File: config.mk
export PLATFORM = sky130hd
export DESIGN_NAME = top_mac_row_acc_flat
export DESIGN_NICKNAME = d
export VERILOG_FILES = /design/src/rtl/top_mac_row_acc_if.sv /design/src/rtl/top_mac_row_acc.sv /design/src/flat_wrapper.sv
export SDC_FILE = /design/constraint.sdc
export NUM_CORES = 1
export LEC_CHECK = 0
export CAP_MARGIN = 20
export CORE_MARGIN = 2
export CORE_UTILIZATION = 50
export DETAILED_ROUTE_END_ITERATION = 10
export PLACE_DENSITY = 0.78
export SYNTH_ARGS = -nofsm -noshare
export SYNTH_HDL_FRONTEND = slang
export SYNTH_SLANG_ARGS = --single-unit
File: constraint.sdc
create_clock -name clk -period 5.6 [get_ports clk]
set_input_delay 1.12 -clock clk [delete_from_list [all_inputs] [get_ports clk]]
set_output_delay 1.12 -clock clk [all_outputs]
set_load 0.02 [all_outputs]
File: src/rtl/top_mac_row_acc_if.sv
`default_nettype none
// ============================================================================
// Module      : top_mac_row_acc_if
// Description : Operand, multiplier and result bundle of the row accumulator.
//               slave  = accumulator side, master = parent / environment side.
// Revision    : 1.0 - initial release
// ============================================================================
interface top_mac_row_acc_if #(
  parameter int ACC_W = 32,
  parameter int CNT_W = 16
);
  logic             clear;
  logic             in_valid;
  logic             in_ready;
  logic [12:0]      in_a;
  logic [5:0]       in_b;
  logic             in_last;
  logic             mul_ce;
  logic [12:0]      mul_din0;
  logic [5:0]       mul_din1;
  logic [18:0]      mul_dout;
  logic             out_valid;
  logic             out_ready;
  logic [ACC_W-1:0] out_sum;
  logic [CNT_W-1:0] out_cnt;
  logic             out_sat;

  modport slave (
    input  clear, in_valid, in_a, in_b, in_last, mul_dout, out_ready,
    output in_ready, mul_ce, mul_din0, mul_din1, out_valid, out_sum, out_cnt, out_sat
  );

  modport master (
    output clear, in_valid, in_a, in_b, in_last, mul_dout, out_ready,
    input  in_ready, mul_ce, mul_din0, mul_din1, out_valid, out_sum, out_cnt, out_sat
  );
endinterface
`default_nettype wire

File: src/rtl/top_mac_row_acc.sv
`default_nettype none
// ============================================================================
// Module      : top_mac_row_acc
// Description : Feeds a 2-cycle 13x6 multiplier, tracks term validity through
//               its pipeline and sums each row's products into a saturated
//               sum and term count delivered over valid/ready.
// Revision    : 1.0 - initial release
// ============================================================================
module top_mac_row_acc #(
  parameter int ACC_W = 32,
  parameter int CNT_W = 16
) (
  input  wire logic           clk,
  input  wire logic           rst_n,
  top_mac_row_acc_if.slave    bus
);

  localparam logic [CNT_W-1:0] C_CNT_ONE = {{(CNT_W-1){1'b0}}, 1'b1};

  // Validity shadow of the multiplier's input and product stages
  logic             v1_q, v2_q, l1_q, l2_q;
  // Running row state
  logic [ACC_W-1:0] acc_q;
  logic [CNT_W-1:0] cnt_q;
  logic             sat_q;
  // Registered result
  logic             out_valid_q;
  logic [ACC_W-1:0] out_sum_q;
  logic [CNT_W-1:0] out_cnt_q;
  logic             out_sat_q;

  logic             stall;
  logic             accept;
  logic [ACC_W:0]   sum_wide;
  logic             acc_ovf;
  logic             cnt_full;
  logic [ACC_W-1:0] acc_d;
  logic [CNT_W-1:0] cnt_d;
  logic             sat_d;

  // A result held against downstream back-pressure freezes the whole pipe,
  // multiplier included, so no in-flight product is ever lost.
  assign stall        = out_valid_q & ~bus.out_ready;
  assign bus.mul_ce   = ~stall;
  assign bus.in_ready = ~stall & ~bus.clear;
  assign accept       = bus.in_valid & ~stall & ~bus.clear;
  assign bus.mul_din0 = bus.in_a;
  assign bus.mul_din1 = bus.in_b;

  assign bus.out_valid = out_valid_q;
  assign bus.out_sum   = out_sum_q;
  assign bus.out_cnt   = out_cnt_q;
  assign bus.out_sat   = out_sat_q;

  // Saturating next values of the sum and count for the product at stage 2
  always_comb begin
    sum_wide = {1'b0, acc_q} + {{(ACC_W + 1 - 19){1'b0}}, bus.mul_dout};
    acc_ovf  = sum_wide[ACC_W];
    acc_d    = acc_ovf ? {ACC_W{1'b1}} : sum_wide[ACC_W-1:0];
    cnt_full = &cnt_q;
    cnt_d    = cnt_full ? cnt_q : cnt_q + C_CNT_ONE;
    sat_d    = sat_q | acc_ovf | cnt_full;
  end

  // Pipeline tracking, row accumulation and result register
  always_ff @(posedge clk or negedge rst_n) begin
    if (!rst_n) begin
      v1_q        <= 1'b0;
      v2_q        <= 1'b0;
      l1_q        <= 1'b0;
      l2_q        <= 1'b0;
      acc_q       <= '0;
      cnt_q       <= '0;
      sat_q       <= 1'b0;
      out_valid_q <= 1'b0;
      out_sum_q   <= '0;
      out_cnt_q   <= '0;
      out_sat_q   <= 1'b0;
    end else if (bus.clear) begin
      // Abort: drop in-flight terms, the partial row and any pending result.
      // The multiplier's data registers are don't-care while v2 is low.
      v1_q        <= 1'b0;
      v2_q        <= 1'b0;
      acc_q       <= '0;
      cnt_q       <= '0;
      sat_q       <= 1'b0;
      out_valid_q <= 1'b0;
    end else begin
      if (out_valid_q && bus.out_ready) begin
        out_valid_q <= 1'b0;
      end
      if (bus.mul_ce) begin
        v1_q <= accept;
        l1_q <= bus.in_last;
        v2_q <= v1_q;
        l2_q <= l1_q;
        if (v2_q) begin
          if (l2_q) begin
            // Row complete: publish and restart; overrides the handshake clear
            out_sum_q   <= acc_d;
            out_cnt_q   <= cnt_d;
            out_sat_q   <= sat_d;
            out_valid_q <= 1'b1;
            acc_q       <= '0;
            cnt_q       <= '0;
            sat_q       <= 1'b0;
          end else begin
            acc_q <= acc_d;
            cnt_q <= cnt_d;
            sat_q <= sat_d;
          end
        end
      end
    end
  end

endmodule
`default_nettype wire
File: src/flat_wrapper.sv
// flat-port wrapper written by rule: the top's interface ports become plain ports
module top_mac_row_acc_flat 
#(
  parameter int ACC_W = 32,
  parameter int CNT_W = 16
)
  (clk, rst_n, bus_clear, bus_in_valid, bus_in_a, bus_in_b, bus_in_last, bus_mul_dout, bus_out_ready, bus_in_ready, bus_mul_ce, bus_mul_din0, bus_mul_din1, bus_out_valid, bus_out_sum, bus_out_cnt, bus_out_sat);
  top_mac_row_acc_if #(.ACC_W(ACC_W), .CNT_W(CNT_W)) bus_i ();
  input  wire logic clk;
  input  wire logic rst_n;
  input wire logic [$bits(bus_i.clear)-1:0] bus_clear;
  input wire logic [$bits(bus_i.in_valid)-1:0] bus_in_valid;
  input wire logic [$bits(bus_i.in_a)-1:0] bus_in_a;
  input wire logic [$bits(bus_i.in_b)-1:0] bus_in_b;
  input wire logic [$bits(bus_i.in_last)-1:0] bus_in_last;
  input wire logic [$bits(bus_i.mul_dout)-1:0] bus_mul_dout;
  input wire logic [$bits(bus_i.out_ready)-1:0] bus_out_ready;
  output wire logic [$bits(bus_i.in_ready)-1:0] bus_in_ready;
  output wire logic [$bits(bus_i.mul_ce)-1:0] bus_mul_ce;
  output wire logic [$bits(bus_i.mul_din0)-1:0] bus_mul_din0;
  output wire logic [$bits(bus_i.mul_din1)-1:0] bus_mul_din1;
  output wire logic [$bits(bus_i.out_valid)-1:0] bus_out_valid;
  output wire logic [$bits(bus_i.out_sum)-1:0] bus_out_sum;
  output wire logic [$bits(bus_i.out_cnt)-1:0] bus_out_cnt;
  output wire logic [$bits(bus_i.out_sat)-1:0] bus_out_sat;
  assign bus_i.clear = bus_clear;
  assign bus_i.in_valid = bus_in_valid;
  assign bus_i.in_a = bus_in_a;
  assign bus_i.in_b = bus_in_b;
  assign bus_i.in_last = bus_in_last;
  assign bus_i.mul_dout = bus_mul_dout;
  assign bus_i.out_ready = bus_out_ready;
  assign bus_in_ready = bus_i.in_ready;
  assign bus_mul_ce = bus_i.mul_ce;
  assign bus_mul_din0 = bus_i.mul_din0;
  assign bus_mul_din1 = bus_i.mul_din1;
  assign bus_out_valid = bus_i.out_valid;
  assign bus_out_sum = bus_i.out_sum;
  assign bus_out_cnt = bus_i.out_cnt;
  assign bus_out_sat = bus_i.out_sat;
  top_mac_row_acc #(.ACC_W(ACC_W), .CNT_W(CNT_W)) u_core (.clk(clk), .rst_n(rst_n), .bus(bus_i));
endmodule
Yosys cells after proc, flatten, opt, wreduce, memory -nomap -nowiden
Cells that the tools add are included.

word-level totals
  memories kept = 0
  output and inout port bits = 71
  memory bits (read-only) = 0
  memory bits (writable) = 0
  register bits after elaboration = 103
  word-level logic and storage cells = 52
  bits in latches = 0

cells by class
  equality and inequality tests = 1
  magnitude comparators = 0
  multiplexer cells = 23
  multiply operators = 0
  reductions and logical operators = 6
  add/sub/neg operators = 2
  divide/modulo/power cells = 0
  shifts and indexed selects = 0
  bitwise logic cells = 9

operator list
  kind                                           number
  two-way mux 32 bit                             5
  two-way mux 16 bit                             5
  adder 32 x 19 -> 33 bit                        1
  adder 16 x 1 -> 16 bit, second input constant  1
  AND reduction 16 bit                           1
  two-way mux 1 bit                              13
  AND 1 bit                                      4
  AND reduction 2 bit                            2
  AND reduction 4 bit                            1
  NOT 1 bit                                      3
  != test 2 bit, second input constant           1
  bitwise OR 1 bit                               2
  nonzero test 2 bit                             1
  logical AND 1 bit                              1

Logic depth before layout (Yosys ltp)
  depth in word-level cells = 7
  gate-level depth with buffers = 11

Worst setup path before layout
OpenSTA, ideal clock, no wires.

  path kind = in2reg
  start point = input bus_mul_dout[0]
  end point = register u_core.acc_q[29]
  stages on the path = 10
  setup time = 0.121 ns
  path buffers = 1
  arrival = 3.247 ns
  setup slack = 2.232 ns
  cells stage by stage = ha_1 fa_1 a211oi_1 o211a_1 a211oi_1 o21a_1 o21ai_1 buf_2 o21ai_0 a22o_1

on the way
  cells in the longest elaborated chain, start to end = 6

RTL lines
  element                  RTL line                RTL
  start, declared          flat_wrapper.sv:16      input wire logic [$bits(bus_i.mul_dout)-1:0] bus_mul_dout;
  adder 32 x 19 -> 33 bit  top_mac_row_acc.sv:57   sum_wide = {1'b0, acc_q} + {{(ACC_W + 1 - 19){1'b0}}, bus.mul_dout};
  two-way mux 32 bit       top_mac_row_acc.sv:59   acc_d = acc_ovf ? {ACC_W{1'b1}} : sum_wide[ACC_W-1:0];
  two-way mux 32 bit       top_mac_row_acc.sv:98   if (l2_q) begin
  two-way mux 32 bit       top_mac_row_acc.sv:97   if (v2_q) begin
  two-way mux 32 bit       top_mac_row_acc.sv:92   if (bus.mul_ce) begin
  two-way mux 32 bit       top_mac_row_acc.sv:79   end else if (bus.clear) begin
  end signal, assigned     top_mac_row_acc.sv:84   acc_q <= '0;
  end signal, assigned     top_mac_row_acc.sv:104  acc_q <= '0;
  end signal, assigned     top_mac_row_acc.sv:108  acc_q <= acc_d;
  end, declared            top_mac_row_acc.sv:23   logic [ACC_W-1:0] acc_q;

Every way passes these cells. The select of a mux whose other input is x is not followed.
A chain may end at the register's enable or synchronous reset.

Worst setup path in the final report
  start point = input bus_out_ready
  end point = output bus_in_ready

on the way
  cells in the longest elaborated chain, start to end = 4

RTL lines
  element              RTL line               RTL
  start, declared      flat_wrapper.sv:17     input wire logic [$bits(bus_i.out_ready)-1:0] bus_out_ready;
  NOT 1 bit            top_mac_row_acc.sv:43  assign stall = out_valid_q & ~bus.out_ready;
  AND 1 bit            top_mac_row_acc.sv:43
  NOT 1 bit (no line)  -
  AND 1 bit            top_mac_row_acc.sv:45  assign bus.in_ready = ~stall & ~bus.clear;
  end, declared        flat_wrapper.sv:18     output wire logic [$bits(bus_i.in_ready)-1:0] bus_in_ready;

Every way passes these cells.

==> impl_metrics.yaml <==
finish:
  instances_no_fill: 854
  nets: 771
  diodes: 0
  layout-drive-gt1-share: 0.0506
  fin_area_um2: 6910
  final_common_cell: "dfrtp_1"
  final_cell_mix: "103 x dfrtp_1, 95 x nand2_1, 84 x o21ai_0"
  area.growth.synth_to_final_pct: 17.2
die:
  dieWidth_um: 113
  num_io_pins: 115
  die_h_um: 113
  num_rows: 39
  core_um2: 11500
  start_util: 0.514
  design.die.area_um2: 12700
hold_path:
  hp-class: "reg2reg"
  min_path_cells: 2
  min_from: "u_core.bus.out_cnt[12]$_DFFE_PN0P_"
  hold_end: "u_core.bus.out_cnt[12]$_DFFE_PN0P_"
global_route:
  grt.overflow.total: 0
  antenna_found_initial: 0
  grt_max_degree: 55
  grtUsageTotal: 0.229
  grt_pass1_wl_mm: 23.4
  grt_pass1_vias: 4885
clocking:
  clock_path_buffers: 2
  h-tree-depth: 3
  cts_buffers: 9
  cts-hold-fix-buffers: 0
  cts_tree: "yes"
  cts_root_buf: "clkbuf_16"
  insertion_delay_ns: 0.36
  cts_resized: 0
  cts.clk_slew.worst_paths_ns: 0.07
  clock-sinks: 103
  postCtsSetupRepairBufs: 0
sta:
  hold_violations: 0
  fin_crit_ns: 4.06
  finClkSkew_ns: 0.0135
  setup_viol: 0
  fmax_ghz: 0.247
  maxSlewViolCount: 0
  max_slew_margin: 0.391
  worst_pin_slew_ns: 0.911
  rsz0062_at_grt: "false"
  setup_tns_ns: 0
  fin_crit_sh: 0.724
routing:
  routed_wl_mm: 14.2
  drt_iter0_markers: 322
  met2WireLength_mm: 6.48
  dr.pass1.iters: 7
  drc: 0
  wl_met1_mm: 6.58
  ant_nets: 0
  routedWlPerCell_um: 16.6
  met3_length_um: 766
  num_vias: 5021
  vias_per_cell: 5.88
  highest_layer: "met4"
setup_path:
  r2r_cells: 9
  r2r-end: "u_core.bus.out_sum[28]$_DFFE_PN0P_"
  crit_arrival_ns: 2.94
  cp_max_fo: 7
  endpoint_kind: "output port"
  required_ns: 4.48
  ff2ff_setup_slack_ns: 2.55
  worstSetupPathType: "in2out"
  start_kind: "input pin"
  rr_startpoint: "u_core.acc_q[0]$_DFFE_PN0P_"
place:
  placedCellCount: 838
  dpl_cell_area_um2: 6590
  gp_congestion: 0.944
  io_buffers: 76
  dp_hpwl_mm: 9.87
yosys:
  syn_avg_cell_area_um2: 8.82
  syn_area_um2: 5890
  netlist_instances: 668
  yosysWarnings: 0
  syn-num-nets: 733
  synth.distinct_cells: 56
  ys_seq_elements: 103
  synthFlopType: "dfrtp_1"
  synth-async-reset-ratio: 1.00
  synth_edf_count: 0
  ys_seq_area_frac: 0.437
pwr:
  leakage_nw: 3.03
  p_int_mw: 1.46
  switching_share: 0.298
  power.share.clock: 0.328
  pwr-share-comb: 0.243
  power_density_nw_per_um2: 302
  p_seq_frac: 0.430
  p_sw_uw: 622
  vdd_drop_max_mv: 0.215
run:
  cap_viol_max_count: 0
run_status:
  outcome: "finished, final reports clean"
[through the flow]
stage               hold WS, ns  worst slack, ns  total power [mW]   util
finish                    0.484             1.54              2.09  0.602
global route              0.515             1.41              2.18  0.602
CTS                       0.490             1.52              2.10  0.602
detailed placement        0.474             1.43              1.42  0.574
global placement          0.467             1.52              1.40  0.574
floorplan                 0.454             2.23              1.18      -
[kinds of logic (layout without fill, tap and decap cells)]
| logic type | count (synthesis) | count (layout) | synth area share |
|---|---|---|---|
| AND/OR/NAND/NOR | 225 | 225 | 0.177 |
| XOR/XNOR | 39 | 39 | 0.0580 |
| multiplexers | 6 | 6 | 0.0106 |
| AO/OA/AOI/OAI | 211 | 211 | 0.215 |
| adder cells (fa/ha/maj) | 21 | 21 | 0.0459 |
| buffers and inverters | 63 | 106 | 0.0556 |
| flip-flops | 103 | 103 | 0.437 |
[power groups by stage]
stage | logic, mW | registers (mW) | clock network (mW)
floorplan | 0.175 | 1.00 | 0
global placement | 0.499 | 0.905 | 0
detailed placement | 0.507 | 0.909 | 0
CTS | 0.510 | 0.897 | 0.693
global route | 0.548 | 0.909 | 0.722
finish | 0.506 | 0.896 | 0.683
[layout make-up]
cell class	instances	area [um^2]
multi-input cells	502	3000
well taps	143	179
fillers	955	4560
clock inverters	7	95.1
clock buffers	9	225
repair buffers	80	788
inverters	10	37.5
flip-flops and latches	103	2580
[sequential cells by signal, summed over array words and instances, names as in the netlist]
name	count
u_core.bus.out_valid	1
u_core.bus.out_sum	32
u_core.cnt_q	16
u_core.l2_q	1
u_core.sat_q	1
u_core.v1_q	1
u_core.l1_q	1
u_core.acc_q	32
u_core.v2_q	1
u_core.bus.out_sat	1
u_core.bus.out_cnt	16
[worst max-delay path by stage]
stage                                                     to             from  slack, ns  depth (start not counted)
after floorplan                 u_core.acc_q[29]$_DFFE_PN0P_  bus_mul_dout[0]       2.23                         10
after global placement    u_core.bus.out_sum[30]$_DFFE_PN0P_  bus_mul_dout[0]       1.52                         10
after detailed placement  u_core.bus.out_sum[30]$_DFFE_PN0P_  bus_mul_dout[0]       1.43                         10
after CTS                                       bus_in_ready    bus_out_ready       1.52                          4
after global routing                            bus_in_ready    bus_out_ready       1.41                          4
final                                           bus_in_ready    bus_out_ready       1.54                          4
[cell usage after synthesis, types with 2 or more instances]
| cell | instances | area [um^2] |
|---|---|---|
| a211oi_1 | 5 | 37.5 |
| a21o_1 | 12 | 90.1 |
| a21oi_1 | 48 | 240 |
| a221o_1 | 2 | 20.0 |
| a22o_1 | 6 | 52.6 |
| a31oi_1 | 12 | 75.1 |
| and3_1 | 14 | 87.6 |
| and4_1 | 3 | 26.3 |
| buf_1 | 3 | 11.3 |
| buf_2 | 10 | 50.1 |
| buf_4 | 19 | 143 |
| clkbuf_1 | 20 | 75.1 |
| dfrtp_1 | 103 | 2580 |
| ha_1 | 20 | 250 |
| inv_1 | 10 | 37.5 |
| mux2_2 | 2 | 22.5 |
| mux2i_1 | 4 | 40.0 |
| nand2_1 | 95 | 357 |
| nand2b_1 | 4 | 25.0 |
| nand3_1 | 14 | 70.1 |
| nand4_1 | 13 | 81.3 |
| nor2_1 | 57 | 214 |
| nor2b_1 | 4 | 25.0 |
| nor3_1 | 4 | 20.0 |
| o211ai_1 | 2 | 15.0 |
| o21a_1 | 9 | 67.6 |
| o21ai_0 | 84 | 420 |
| o21ai_1 | 4 | 20.0 |
| o21bai_1 | 3 | 22.5 |
| o22a_1 | 4 | 35.0 |
| o22ai_1 | 2 | 12.5 |
| o2bb2ai_1 | 2 | 17.5 |
| o31ai_1 | 10 | 75.1 |
| or2_2 | 3 | 18.8 |
| or3_1 | 3 | 18.8 |
| xnor2_1 | 20 | 175 |
| xor2_1 | 19 | 166 |
[layer usage]
metal  up-vias  GRT usage
li1       2420          -
met1      2425      0.316
met2       145      0.362
met3        31     0.0340
met4         0     0.0951
met5         -          0
[worst max-delay path, cell delays in order]
cell             delay, ns
clkdlybuf4s50_1       0.45
nand2b_1              0.26
nor2b_1               0.42
clkdlybuf4s50_1       0.68
Power figures use the tool's default switching activity.
